===== config.mk =====
export PLATFORM = sky130hd
export DESIGN_NAME = sysram_dword_packer
export DESIGN_NICKNAME = d
export VERILOG_FILES = /design/src/rtl/sysram_dword_packer_pkg.sv /design/src/rtl/sysram_lane_merge.sv /design/src/rtl/sysram_dword_packer.sv
export SDC_FILE = /design/constraint.sdc
export NUM_CORES = 1
export LEC_CHECK = 0
export CORE_AREA = 4 4 100 102
export DETAILED_ROUTE_END_ITERATION = 8
export DIE_AREA = 0 0 104 106
export HOLD_SLACK_MARGIN = 0.03
export MAX_ROUTING_LAYER = met4
export PLACE_DENSITY_LB_ADDON = 0.05
export SYNTH_ARGS = -nofsm -noshare
export SYNTH_HDL_FRONTEND = slang
export SYNTH_SLANG_ARGS = --single-unit

===== constraint.sdc =====
create_clock -name clk_25 -period 6.4 [get_ports clk_25]
set_input_delay 0.64 -clock clk_25 [delete_from_list [all_inputs] [get_ports clk_25]]
set_output_delay 0.64 -clock clk_25 [all_outputs]
set_load 0.05 [all_outputs]

===== src/rtl/sysram_dword_packer_pkg.sv =====
// ---------------------------------------------------------------------------
// sysram_dword_packer_pkg
// Shared definitions for the byte-to-dword packer: packer FSM state encoding,
// lane geometry and the word width used on the system RAM write port.
// ---------------------------------------------------------------------------
package sysram_dword_packer_pkg;

  localparam int LANE_W         = 2;
  localparam int BYTES_PER_WORD = 4;
  localparam int WORD_W         = 8 * BYTES_PER_WORD;

  // Highest lane of a word; a write to it closes the word.
  localparam logic [LANE_W-1:0] LAST_LANE = LANE_W'(BYTES_PER_WORD - 1);

  // ST_IDLE  : nothing held
  // ST_ACCUM : partial word held in the hold register
  // ST_EMIT2 : hold register carries a queued word that is written next edge
  // ST_DRAIN : flush write is on the bus; done follows
  typedef enum logic [1:0] {
    ST_IDLE  = 2'd0,
    ST_ACCUM = 2'd1,
    ST_EMIT2 = 2'd2,
    ST_DRAIN = 2'd3
  } state_t;

endpackage


===== src/rtl/sysram_lane_merge.sv =====
// ---------------------------------------------------------------------------
// sysram_lane_merge
// Combinational merge of one data byte into its lane of a 32-bit word and
// accumulation of the matching byte enable.
//   i_fresh    : 1 = start a new word (other lanes read 0, be cleared)
//   i_acc_data : word accumulated so far
//   i_acc_be   : byte enables accumulated so far
//   i_lane     : target lane of the byte
//   i_byte     : data byte
//   o_data     : merged word (target lane overwritten, last byte wins)
//   o_be       : merged byte enables
// ---------------------------------------------------------------------------
module sysram_lane_merge
  import sysram_dword_packer_pkg::*;
(
  input  logic                      i_fresh,
  input  logic [WORD_W-1:0]         i_acc_data,
  input  logic [BYTES_PER_WORD-1:0] i_acc_be,
  input  logic [LANE_W-1:0]         i_lane,
  input  logic [7:0]                i_byte,
  output logic [WORD_W-1:0]         o_data,
  output logic [BYTES_PER_WORD-1:0] o_be
);

  generate
    for (genvar gi = 0; gi < BYTES_PER_WORD; gi++) begin : g_lane
      logic w_sel;
      assign w_sel = (i_lane == LANE_W'(gi));
      assign o_data[8*gi +: 8] = w_sel   ? i_byte :
                                 i_fresh ? 8'h00  : i_acc_data[8*gi +: 8];
      assign o_be[gi] = w_sel | (~i_fresh & i_acc_be[gi]);
    end
  endgenerate

endmodule


===== src/rtl/sysram_dword_packer.sv =====
// ---------------------------------------------------------------------------
// sysram_dword_packer
// Packs the host-link byte-write stream into 32-bit little-endian words with
// byte enables for the system RAM write port, counts emitted words and flags
// when a host write transaction has been fully drained.
//   clk_25     : system clock
//   rst        : asynchronous active-high reset
//   byte_addr  : byte address of the current byte (lane = [1:0])
//   rx_byte    : data byte, valid with wr_byte
//   wr_byte    : byte write strobe
//   wr_cmplt   : host transaction finished, flush any held word
//   host_break : abort, discard held/queued data
//   dword_res  : clear the emitted-word counter
//   ram_wr     : one-cycle word write strobe
//   ram_addr   : word address (valid with ram_wr)
//   ram_data   : packed word (valid with ram_wr)
//   ram_be     : byte enables (valid with ram_wr)
//   dword_cnt  : words emitted since last dword_res (wraps)
//   pending    : a partial or queued word is held
//   done       : one-cycle pulse after the flush has been written
// ---------------------------------------------------------------------------
module sysram_dword_packer
  import sysram_dword_packer_pkg::*;
#(
  parameter int ADDR_W = 8,
  parameter int CNT_W  = 6
) (
  input  logic                      clk_25,
  input  logic                      rst,
  input  logic [ADDR_W-1:0]         byte_addr,
  input  logic [7:0]                rx_byte,
  input  logic                      wr_byte,
  input  logic                      wr_cmplt,
  input  logic                      host_break,
  input  logic                      dword_res,
  output logic                      ram_wr,
  output logic [ADDR_W-3:0]         ram_addr,
  output logic [WORD_W-1:0]         ram_data,
  output logic [BYTES_PER_WORD-1:0] ram_be,
  output logic [CNT_W-1:0]          dword_cnt,
  output logic                      pending,
  output logic                      done
);

  localparam int WIDX_W = ADDR_W - LANE_W;

  state_t                      r_state;
  state_t                      w_state_next;

  // Hold register: the partial word in ACCUM, the queued word in EMIT2.
  logic [WORD_W-1:0]           r_acc_data;
  logic [BYTES_PER_WORD-1:0]   r_acc_be;
  logic [WIDX_W-1:0]           r_acc_widx;
  logic                        r_flush;   // queued word was closed by wr_cmplt

  logic                        r_ram_wr;
  logic [WIDX_W-1:0]           r_ram_addr;
  logic [WORD_W-1:0]           r_ram_data;
  logic [BYTES_PER_WORD-1:0]   r_ram_be;
  logic [CNT_W-1:0]            r_cnt;
  logic                        r_done;

  logic [LANE_W-1:0]           w_lane;
  logic [WIDX_W-1:0]           w_widx;
  logic                        w_hit;
  logic                        w_cmplt;
  logic                        w_closes;
  logic [WORD_W-1:0]           w_mrg_data;
  logic [BYTES_PER_WORD-1:0]   w_mrg_be;

  logic                        w_emit;
  logic [WIDX_W-1:0]           w_emit_addr;
  logic [WORD_W-1:0]           w_emit_data;
  logic [BYTES_PER_WORD-1:0]   w_emit_be;
  logic [WORD_W-1:0]           w_acc_data_next;
  logic [BYTES_PER_WORD-1:0]   w_acc_be_next;
  logic [WIDX_W-1:0]           w_acc_widx_next;
  logic                        w_flush_next;
  logic                        w_done_next;

  assign w_lane = byte_addr[LANE_W-1:0];
  assign w_widx = byte_addr[ADDR_W-1:LANE_W];

  // Only a partial word in ACCUM can absorb the incoming byte; in every other
  // state the byte starts a fresh word.
  assign w_hit    = (r_state == ST_ACCUM) && (w_widx == r_acc_widx);
  // A flush request captured alongside a queued word is still owed in EMIT2.
  assign w_cmplt  = wr_cmplt | ((r_state == ST_EMIT2) & r_flush);
  // The incoming byte's word must go out immediately after merging.
  assign w_closes = (w_lane == LAST_LANE) | w_cmplt;

  sysram_lane_merge u_merge (
    .i_fresh    (~w_hit),
    .i_acc_data (r_acc_data),
    .i_acc_be   (r_acc_be),
    .i_lane     (w_lane),
    .i_byte     (rx_byte),
    .o_data     (w_mrg_data),
    .o_be       (w_mrg_be)
  );

  // -------------------------------------------------------------------------
  // State register
  // -------------------------------------------------------------------------
  always_ff @(posedge clk_25 or posedge rst) begin
    if (rst) begin
      r_state <= ST_IDLE;
    end else begin
      r_state <= w_state_next;
    end
  end

  // -------------------------------------------------------------------------
  // Next-state logic
  // -------------------------------------------------------------------------
  always_comb begin
    w_state_next = r_state;
    if (host_break) begin
      w_state_next = ST_IDLE;
    end else begin
      case (r_state)
        ST_IDLE, ST_DRAIN: begin
          if (wr_byte) begin
            if (w_closes) w_state_next = wr_cmplt ? ST_DRAIN : ST_IDLE;
            else          w_state_next = ST_ACCUM;
          end else begin
            w_state_next = ST_IDLE;
          end
        end
        ST_ACCUM, ST_EMIT2: begin
          if (wr_byte && w_hit) begin
            if (w_closes) w_state_next = w_cmplt ? ST_DRAIN : ST_IDLE;
            else          w_state_next = ST_ACCUM;
          end else if (wr_byte) begin
            // Held word goes out now; a closed new word is queued behind it.
            w_state_next = w_closes ? ST_EMIT2 : ST_ACCUM;
          end else if (w_cmplt) begin
            w_state_next = ST_DRAIN;
          end else if (r_state == ST_EMIT2) begin
            w_state_next = ST_IDLE;
          end else begin
            w_state_next = ST_ACCUM;
          end
        end
        default: w_state_next = ST_IDLE;
      endcase
    end
  end

  // -------------------------------------------------------------------------
  // Output / datapath decode
  // -------------------------------------------------------------------------
  always_comb begin
    w_emit          = 1'b0;
    w_emit_addr     = '0;
    w_emit_data     = '0;
    w_emit_be       = '0;
    w_acc_data_next = r_acc_data;
    w_acc_be_next   = r_acc_be;
    w_acc_widx_next = r_acc_widx;
    w_flush_next    = 1'b0;
    w_done_next     = 1'b0;

    if (host_break) begin
      w_acc_data_next = '0;
      w_acc_be_next   = '0;
    end else begin
      case (r_state)
        ST_IDLE, ST_DRAIN: begin
          w_done_next = (r_state == ST_DRAIN) | (wr_cmplt & ~wr_byte);
          if (wr_byte) begin
            if (w_closes) begin
              w_emit          = 1'b1;
              w_emit_addr     = w_widx;
              w_emit_data     = w_mrg_data;
              w_emit_be       = w_mrg_be;
              w_acc_data_next = '0;
              w_acc_be_next   = '0;
            end else begin
              w_acc_data_next = w_mrg_data;
              w_acc_be_next   = w_mrg_be;
              w_acc_widx_next = w_widx;
            end
          end
        end
        ST_ACCUM, ST_EMIT2: begin
          if (wr_byte && w_hit) begin
            if (w_closes) begin
              w_emit          = 1'b1;
              w_emit_addr     = w_widx;
              w_emit_data     = w_mrg_data;
              w_emit_be       = w_mrg_be;
              w_acc_data_next = '0;
              w_acc_be_next   = '0;
            end else begin
              w_acc_data_next = w_mrg_data;
              w_acc_be_next   = w_mrg_be;
            end
          end else begin
            if ((r_state == ST_EMIT2) || wr_byte || w_cmplt) begin
              w_emit          = 1'b1;
              w_emit_addr     = r_acc_widx;
              w_emit_data     = r_acc_data;
              w_emit_be       = r_acc_be;
              w_acc_data_next = '0;
              w_acc_be_next   = '0;
            end
            if (wr_byte) begin
              w_acc_data_next = w_mrg_data;
              w_acc_be_next   = w_mrg_be;
              w_acc_widx_next = w_widx;
              w_flush_next    = w_cmplt;
            end
          end
        end
        default: ;
      endcase
    end
  end

  // -------------------------------------------------------------------------
  // Datapath, write port and counter registers
  // -------------------------------------------------------------------------
  always_ff @(posedge clk_25 or posedge rst) begin
    if (rst) begin
      r_acc_data <= '0;
      r_acc_be   <= '0;
      r_acc_widx <= '0;
      r_flush    <= 1'b0;
      r_ram_wr   <= 1'b0;
      r_ram_addr <= '0;
      r_ram_data <= '0;
      r_ram_be   <= '0;
      r_cnt      <= '0;
      r_done     <= 1'b0;
    end else begin
      r_acc_data <= w_acc_data_next;
      r_acc_be   <= w_acc_be_next;
      r_acc_widx <= w_acc_widx_next;
      r_flush    <= w_flush_next;
      r_ram_wr   <= w_emit;
      r_ram_addr <= w_emit_addr;
      r_ram_data <= w_emit_data;
      r_ram_be   <= w_emit_be;
      r_done     <= w_done_next;
      // Counts the write visible on the port this cycle; a clear in the same
      // cycle still accounts for that write.
      if (dword_res) r_cnt <= r_ram_wr ? CNT_W'(1) : '0;
      else if (r_ram_wr) r_cnt <= r_cnt + CNT_W'(1);
    end
  end

  assign ram_wr    = r_ram_wr;
  assign ram_addr  = r_ram_addr;
  assign ram_data  = r_ram_data;
  assign ram_be    = r_ram_be;
  assign dword_cnt = r_cnt;
  assign done      = r_done;
  assign pending   = (r_state == ST_ACCUM) || (r_state == ST_EMIT2);

endmodule

==> results of run 1 <==
## cell families after synthesis
family,count (synthesis)
fa+ha+maj,4
simple gates,107
xor+xnor,10
mux,10
compound gates,181
flops,95
buf+inv,35
## layer usage
layer,vias up,GRT usage
met5,-,-
met4,0,0.07312
met3,21,0.03886
met2,202,0.3338
met1,1937,0.3314
li1,1790,-
## how the worst max path moves through the flow
stage                     cells past startpoint         start      endpoint
final                                         6  byte_addr[5]  ram_data[15]
after CTS                                     4    r_state[0]       pending
after floorplan                               1           rst          done
after detailed placement                      6  byte_addr[5]  ram_data[14]
after global placement                        6  byte_addr[5]  ram_data[15]
after global routing                          6  byte_addr[2]  ram_data[14]
## worst max-delay path: cells and delay by family
family                 cells  cell delay [ns]
AO/OA/AOI/OAI              1             0.20
XOR/XNOR                   1             0.27
buffers and inverters      1             0.48
AND/OR/NAND/NOR            3             1.75
## sequential cells by signal, summed over array words and instances (netlist names)
register / cells
ram_data: 32
r_acc_widx: 6
r_flush: 1
ram_wr: 1
r_state: 2
dword_cnt: 6
r_acc_data: 32
done: 1
ram_be: 4
r_acc_be: 4
ram_addr: 6
## power groups by stage
stage               sequential [W]  combinational (W)  clock, W
floorplan                 0.000744           0.000264         0
global placement          0.000689           0.000425         0
detailed placement        0.000690           0.000429         0
CTS                       0.000679           0.000430  0.000494
global route              0.000686           0.000462  0.000519
finish                    0.000680           0.000432  0.000484
## synth_stat cells (2+ instances only)
cell	instances
a41oi_1	7
and2_1	25
inv_1	6
a31oi_1	25
mux2_2	3
nand3_1	2
nor2_1	22
o22ai_1	2
a32o_1	3
nand4_1	2
a22o_1	33
buf_6	2
xor2_1	3
o22a_1	3
nand2b_1	2
o21ai_0	37
o221ai_1	2
buf_4	2
xnor2_1	7
a21oi_1	36
ha_1	4
dfrtp_1	95
nand2_1	20
a31o_2	7
nor2b_1	2
nor3_1	16
a22oi_1	5
mux2_4	6
o31ai_4	2
and3_1	8
buf_2	14
clkbuf_1	11
nor3_2	2
## stage by stage
step | cell area [um2] | utilization | hold slack [ns]
after global routing | 5667 | 0.6221 | 0.5220
final | 5667 | 0.6221 | 0.5126
after global placement | 5414 | 0.5944 | 0.4828
after CTS | 5667 | 0.6221 | 0.5129
after floorplan | 4684 | - | 0.4604
after detailed placement | 5414 | 0.5944 | 0.4856
## final cells by class
class	instances	area, um2
Fill cell	747	3442
Sequential cell	95	2377
Clock inverter	6	115.1
Inverter	6	23.77
Timing Repair Buffer	74	735.7
Clock buffer	10	137.6
Multi-Input combinational cell	312	2138
Tap cell	111	138.9
==> results.md, run 1 <==
- Tmin final: 3.164 ns
- Area fraction in compound gates after synthesis: 0.2778
- Count of hold-fix buffers inserted at cts: 0
- Switching Power: 0.0005345 W
- Crit path max-delay cell type: nand2_1
- Vias: 3950
- Post-DP HPWL: 7.912 mm
- Cell Rows: 35
- Internal cell power: 0.001062 W
- CTS sink count: 95
- I/O Buffers: 72
- Crit share post-route: 0.4943
- Combinational fraction of design power: 0.271
- First-pass GRT wire length: 19.83 mm
- Post-synth EDFFs: 0
- Post-synthesis adder-cell area fraction: 0.01068
- Pin count of the biggest net entering global routing: 72
- Die width: 104 um
- Max Fclk: 0.3161 GHz
- RSZ-0062 raised after global routing: no
- CTS tree: built
- Area growth from synthesis to layout: 20.97%
- Hold Startpoint: r_acc_data[18]
- Slack of the critical path: 3.236 ns
- Met1 WL: 5.491 mm
- Mean Syn Cell Area: 10.60 um2
- Drt via density: 6.433
- Area contributors post-synth: dfrtp_1, a22o_1, o21ai_0, a21oi_1, a31oi_1
- Synthesis-stage register bit count: 95
- Mux cell area share after synthesis: 0.02858
- Worst hold path type: reg -> reg
- Leakage: 2.375 nW
- Syn. warnings: 0
- Synth top area share: 0.5075
- Average routed wire per standard cell: 19.48 um
- Final WL: 11.96 mm
- Asr flop ratio synth: 1.000
- Total grt overflow: 0
- Reg power frac: 0.426
- Final Instance Count excl. Fillers: 614
- Simple-gate area share of the yosys netlist: 0.1202
- Max-slew violations: 0
- Clk slew on worst S/H paths: 0.09 ns
- Crit path launch type: input port
- First DRT Iteration DRCs: 278
- Die height: 106 um
- H-tree depth: 3
- Worst Clk Skew: 0.01339 ns
- Ys flop type: dfrtp_1
- Ant diodes: 0
- Pwr dens: 281.8 nW/um2
- Final nets: 524
- Post-route ant nets: 0
- Clk Latency, worst-skew pair: 0.37 ns
- Seq/Total Area, Yosys: 0.5075
- Slew @ Worst Pin: 1.313 ns
- Max-cap violations: 0
- Max layer used: met4
- Num CTS Buffers: 9
- Total GRT Usage: 0.2299
- Syn nets: 468
- Core Area: 9109 um2
- FF-to-FF path depth: 6
- Final Hold Viols: 0
- Crit-path max FO: 22
- Met3 wire len: 896 um
- Status: finished clean
- Endpoint, Worst Hold: r_acc_data[18]
- Gpl congestion: 0.9121
- Clock root cell: clkbuf_8
- Initial antenna violation count: 0
- Post-CTS Setup Inserts: 0
- Worst hold stages: 1
- Commonest non-fill, non-tap cells in the layout: dfrtp_1, clkdlybuf4s50_1, o21ai_0, a21oi_1, a22o_1
- Syn Inst Count: 442
- CP required: 6.59 ns
- Inst Count DP: 598
- Starting Density: 0.5143
- Clock buffer depth: 2
- Most common cell after layout, fill and taps aside: dfrtp_1
- DIE AREA: 11020 um2
- Crit path DAT: 3.35 ns
- Setup TNS: 0 ns
- Met2 wire length: 5.353 mm
- Total power: 0.001597 W
- Layout cells sized above 1: 0.1014
- Synthesized area: 4684 um2
- Resized Gates After CTS: 0
- Largest family of logic cells by synthesized area: compound AO/OA/AOI/OAI gates
- Peak VDD IR: 0.1514 mV
- Final setup viols: 0
- Worst reg2reg setup slack: 3.34 ns
- Top cell type by total area after synthesis: dfrtp_1
- Switching Fraction: 0.3348
- Slew HR: 0.1245
- Max incr delay on CP: 0.73 ns
- FF-to-FF End: ram_data[15]
- Clock power share: 0.303
- Yosys cell types: 59
- Vias in the first global route: 3773
- I/O Pins: 73
- Worst setup EP type: register
- XOR/XNOR Fraction of Synth Area: 0.01870
- Worst path cell trace: clkdlybuf4s50_1 > xnor2_1 > and4_1 > nand3_1 > nand2_1 > a21oi_1
- Place WS: 2.893 ns
- Drt drc: 0
- Critical path class: in -> reg
- Critical R2R Launch: r_state[0]
- First-pass iteration count of the detailed router: 5
(Power assumes the default switching activity.)
==> inputs of run 2 (changes only) <==
==> constraint.sdc (replaced) <==
create_clock -name clk_25 -period 3.2 [get_ports clk_25]
set_input_delay 0.32 -clock clk_25 [delete_from_list [all_inputs] [get_ports clk_25]]
set_output_delay 0.32 -clock clk_25 [all_outputs]
set_load 0.05 [all_outputs]
==> run 2 against run 1 <==
  * Utilization increased by 1.1 points
  * Final cell count rose by 3.1%
  * Total power up 89%
  * Via count fell by 0.35%
==> results.md, run 2 (synthesis results as in run 1) <==
- Post-DP HPWL: 8.466 mm
- Gpl congestion: 0.8801
- Slack of the critical path: 0.4031 ns
- First DRT Iteration DRCs: 322
- Worst path cell trace: inv_1 > ha_1 > inv_1 > clkdlybuf4s50_1
- Max-slew violations: 0
- CP required: 2.88 ns
- Max-cap violations: 0
- Clock buffer depth: 2
- Max Fclk: 0.3575 GHz
- Most common cell after layout, fill and taps aside: dfrtp_1
- Place WS: 0.4945 ns
- Worst Setup SP: r_state[0]
- Area growth from synthesis to layout: 23.08%
- Die height: 106 um
- Num CTS Buffers: 9
- Die width: 104 um
- Critical path class: reg -> out
- RSZ-0062 raised after global routing: no
- Inst Count DP: 617
- CTS tree: built
- Max incr delay on CP: 0.85 ns
- I/O Pins: 73
- Most common cell on crit path: inv_1
- Drt via density: 6.218
- Setup TNS: 0 ns
- Crit path max-delay cell type: clkdlybuf4s50_1
- Drt drc: 0
- Clock root cell: clkbuf_8
- Initial antenna violation count: 0
- Vias in the first global route: 3794
- Final setup viols: 0
- Final WL: 12.17 mm
- Critical R2R Launch: r_state[0]
- Post-route ant nets: 0
- First-pass GRT wire length: 19.93 mm
- Pin count of the biggest net entering global routing: 39
- Crit path DAT: 2.48 ns
- Multi-input gate area: 2138 um2
- Cell Rows: 35
- Clk Latency, worst-skew pair: 0.36 ns
- Crit share post-route: 0.8740
- Worst hold path type: in -> async
- Core Area: 9109 um2
- Peak VDD IR: 0.2734 mV
- Total grt overflow: 0
- H-tree depth: 3
- Final nets: 543
- Ant diodes: 0
- I/O Buffers: 72
- Final Instance Count excl. Fillers: 633
- Starting Density: 0.5143
- Total GRT Usage: 0.2310
- Worst setup EP type: primary output
- CTS sink count: 95
- Clk slew on worst S/H paths: 0.09 ns
- Worst Clk Skew: 0.01558 ns
- Tmin final: 2.797 ns
- Crit-path max FO: 13
- Resized Gates After CTS: 0
- Reg area: 2377 um2
- Leakage: 2.444 nW
- Crit path launch type: register
- DIE AREA: 11020 um2
- Post-CTS Setup Inserts: 0
- Worst reg2reg setup slack: 0.69 ns
- First-pass iteration count of the detailed router: 5
- Slew @ Worst Pin: 0.7078 ns
- Commonest non-fill, non-tap cells in the layout: dfrtp_1, clkdlybuf4s50_1, o21ai_0, a21oi_1, a22o_1
- Average routed wire per standard cell: 19.23 um
- Number of fill cells: 772
- Count of hold-fix buffers inserted at cts: 0
- Vias: 3936
- Final Hold Viols: 0
- Minimum hold slack: 0.3403 ns
- Status: finished clean
- Pwr dens: 522.8 nW/um2
- Layout cells sized above 1: 0.1322
- Slew HR: 0.5256
-- run 2: final timing paths --
check	endpoint	cells past startpoint
hold / removal	ram_data[19]	2
setup / recovery	pending	4
min in group clk_25	r_acc_data[7]	1
max in group asynchronous	r_acc_data[0]	3
setup reg to reg	r_acc_data[28]	7
hold reg to reg	r_acc_data[7]	1
-- run 2: through the flow --
stage / util / total power (W) / cell area (um2)
after global placement: 0.6128 / 0.002272 / 5582
final: 0.6330 / 0.003014 / 5766
after global routing: 0.6330 / 0.003156 / 5766
after floorplan: - / 0.002015 / 4684
after CTS: 0.6330 / 0.003030 / 5766
after detailed placement: 0.6128 / 0.002288 / 5582
-- run 2: report_power, final --
group | internal, W | switching [W]
Clock | 0.000327 | 0.000412
Sequential | 0.00129 | 0.0000759
Combinational | 0.000327 | 0.000585
-- run 2: final cells by class --
cell class,instances,area share
Clock buffer,12,0.02691
Clock inverter,4,0.004991
Inverter,6,0.004123
Multi-Input combinational cell,312,0.3709
Sequential cell,95,0.4123
Tap cell,111,0.02409
Timing Repair Buffer,93,0.1567
-- run 2: per-layer routing --
layer,GRT usage,wire length (um)
met5,-,0
met4,0.08832,233
met3,0.03218,607
met2,0.3403,5633
met1,0.3272,5698
-- run 2: critical path, delay by kind of cell, from the launching register on --
| family | cells | cell delay [ns] |
|---|---|---|
| buffers and inverters | 3 | 1.21 |
| adder cells (fa/ha/maj) | 1 | 0.51 |
| flip-flops | 1 | 0.39 |
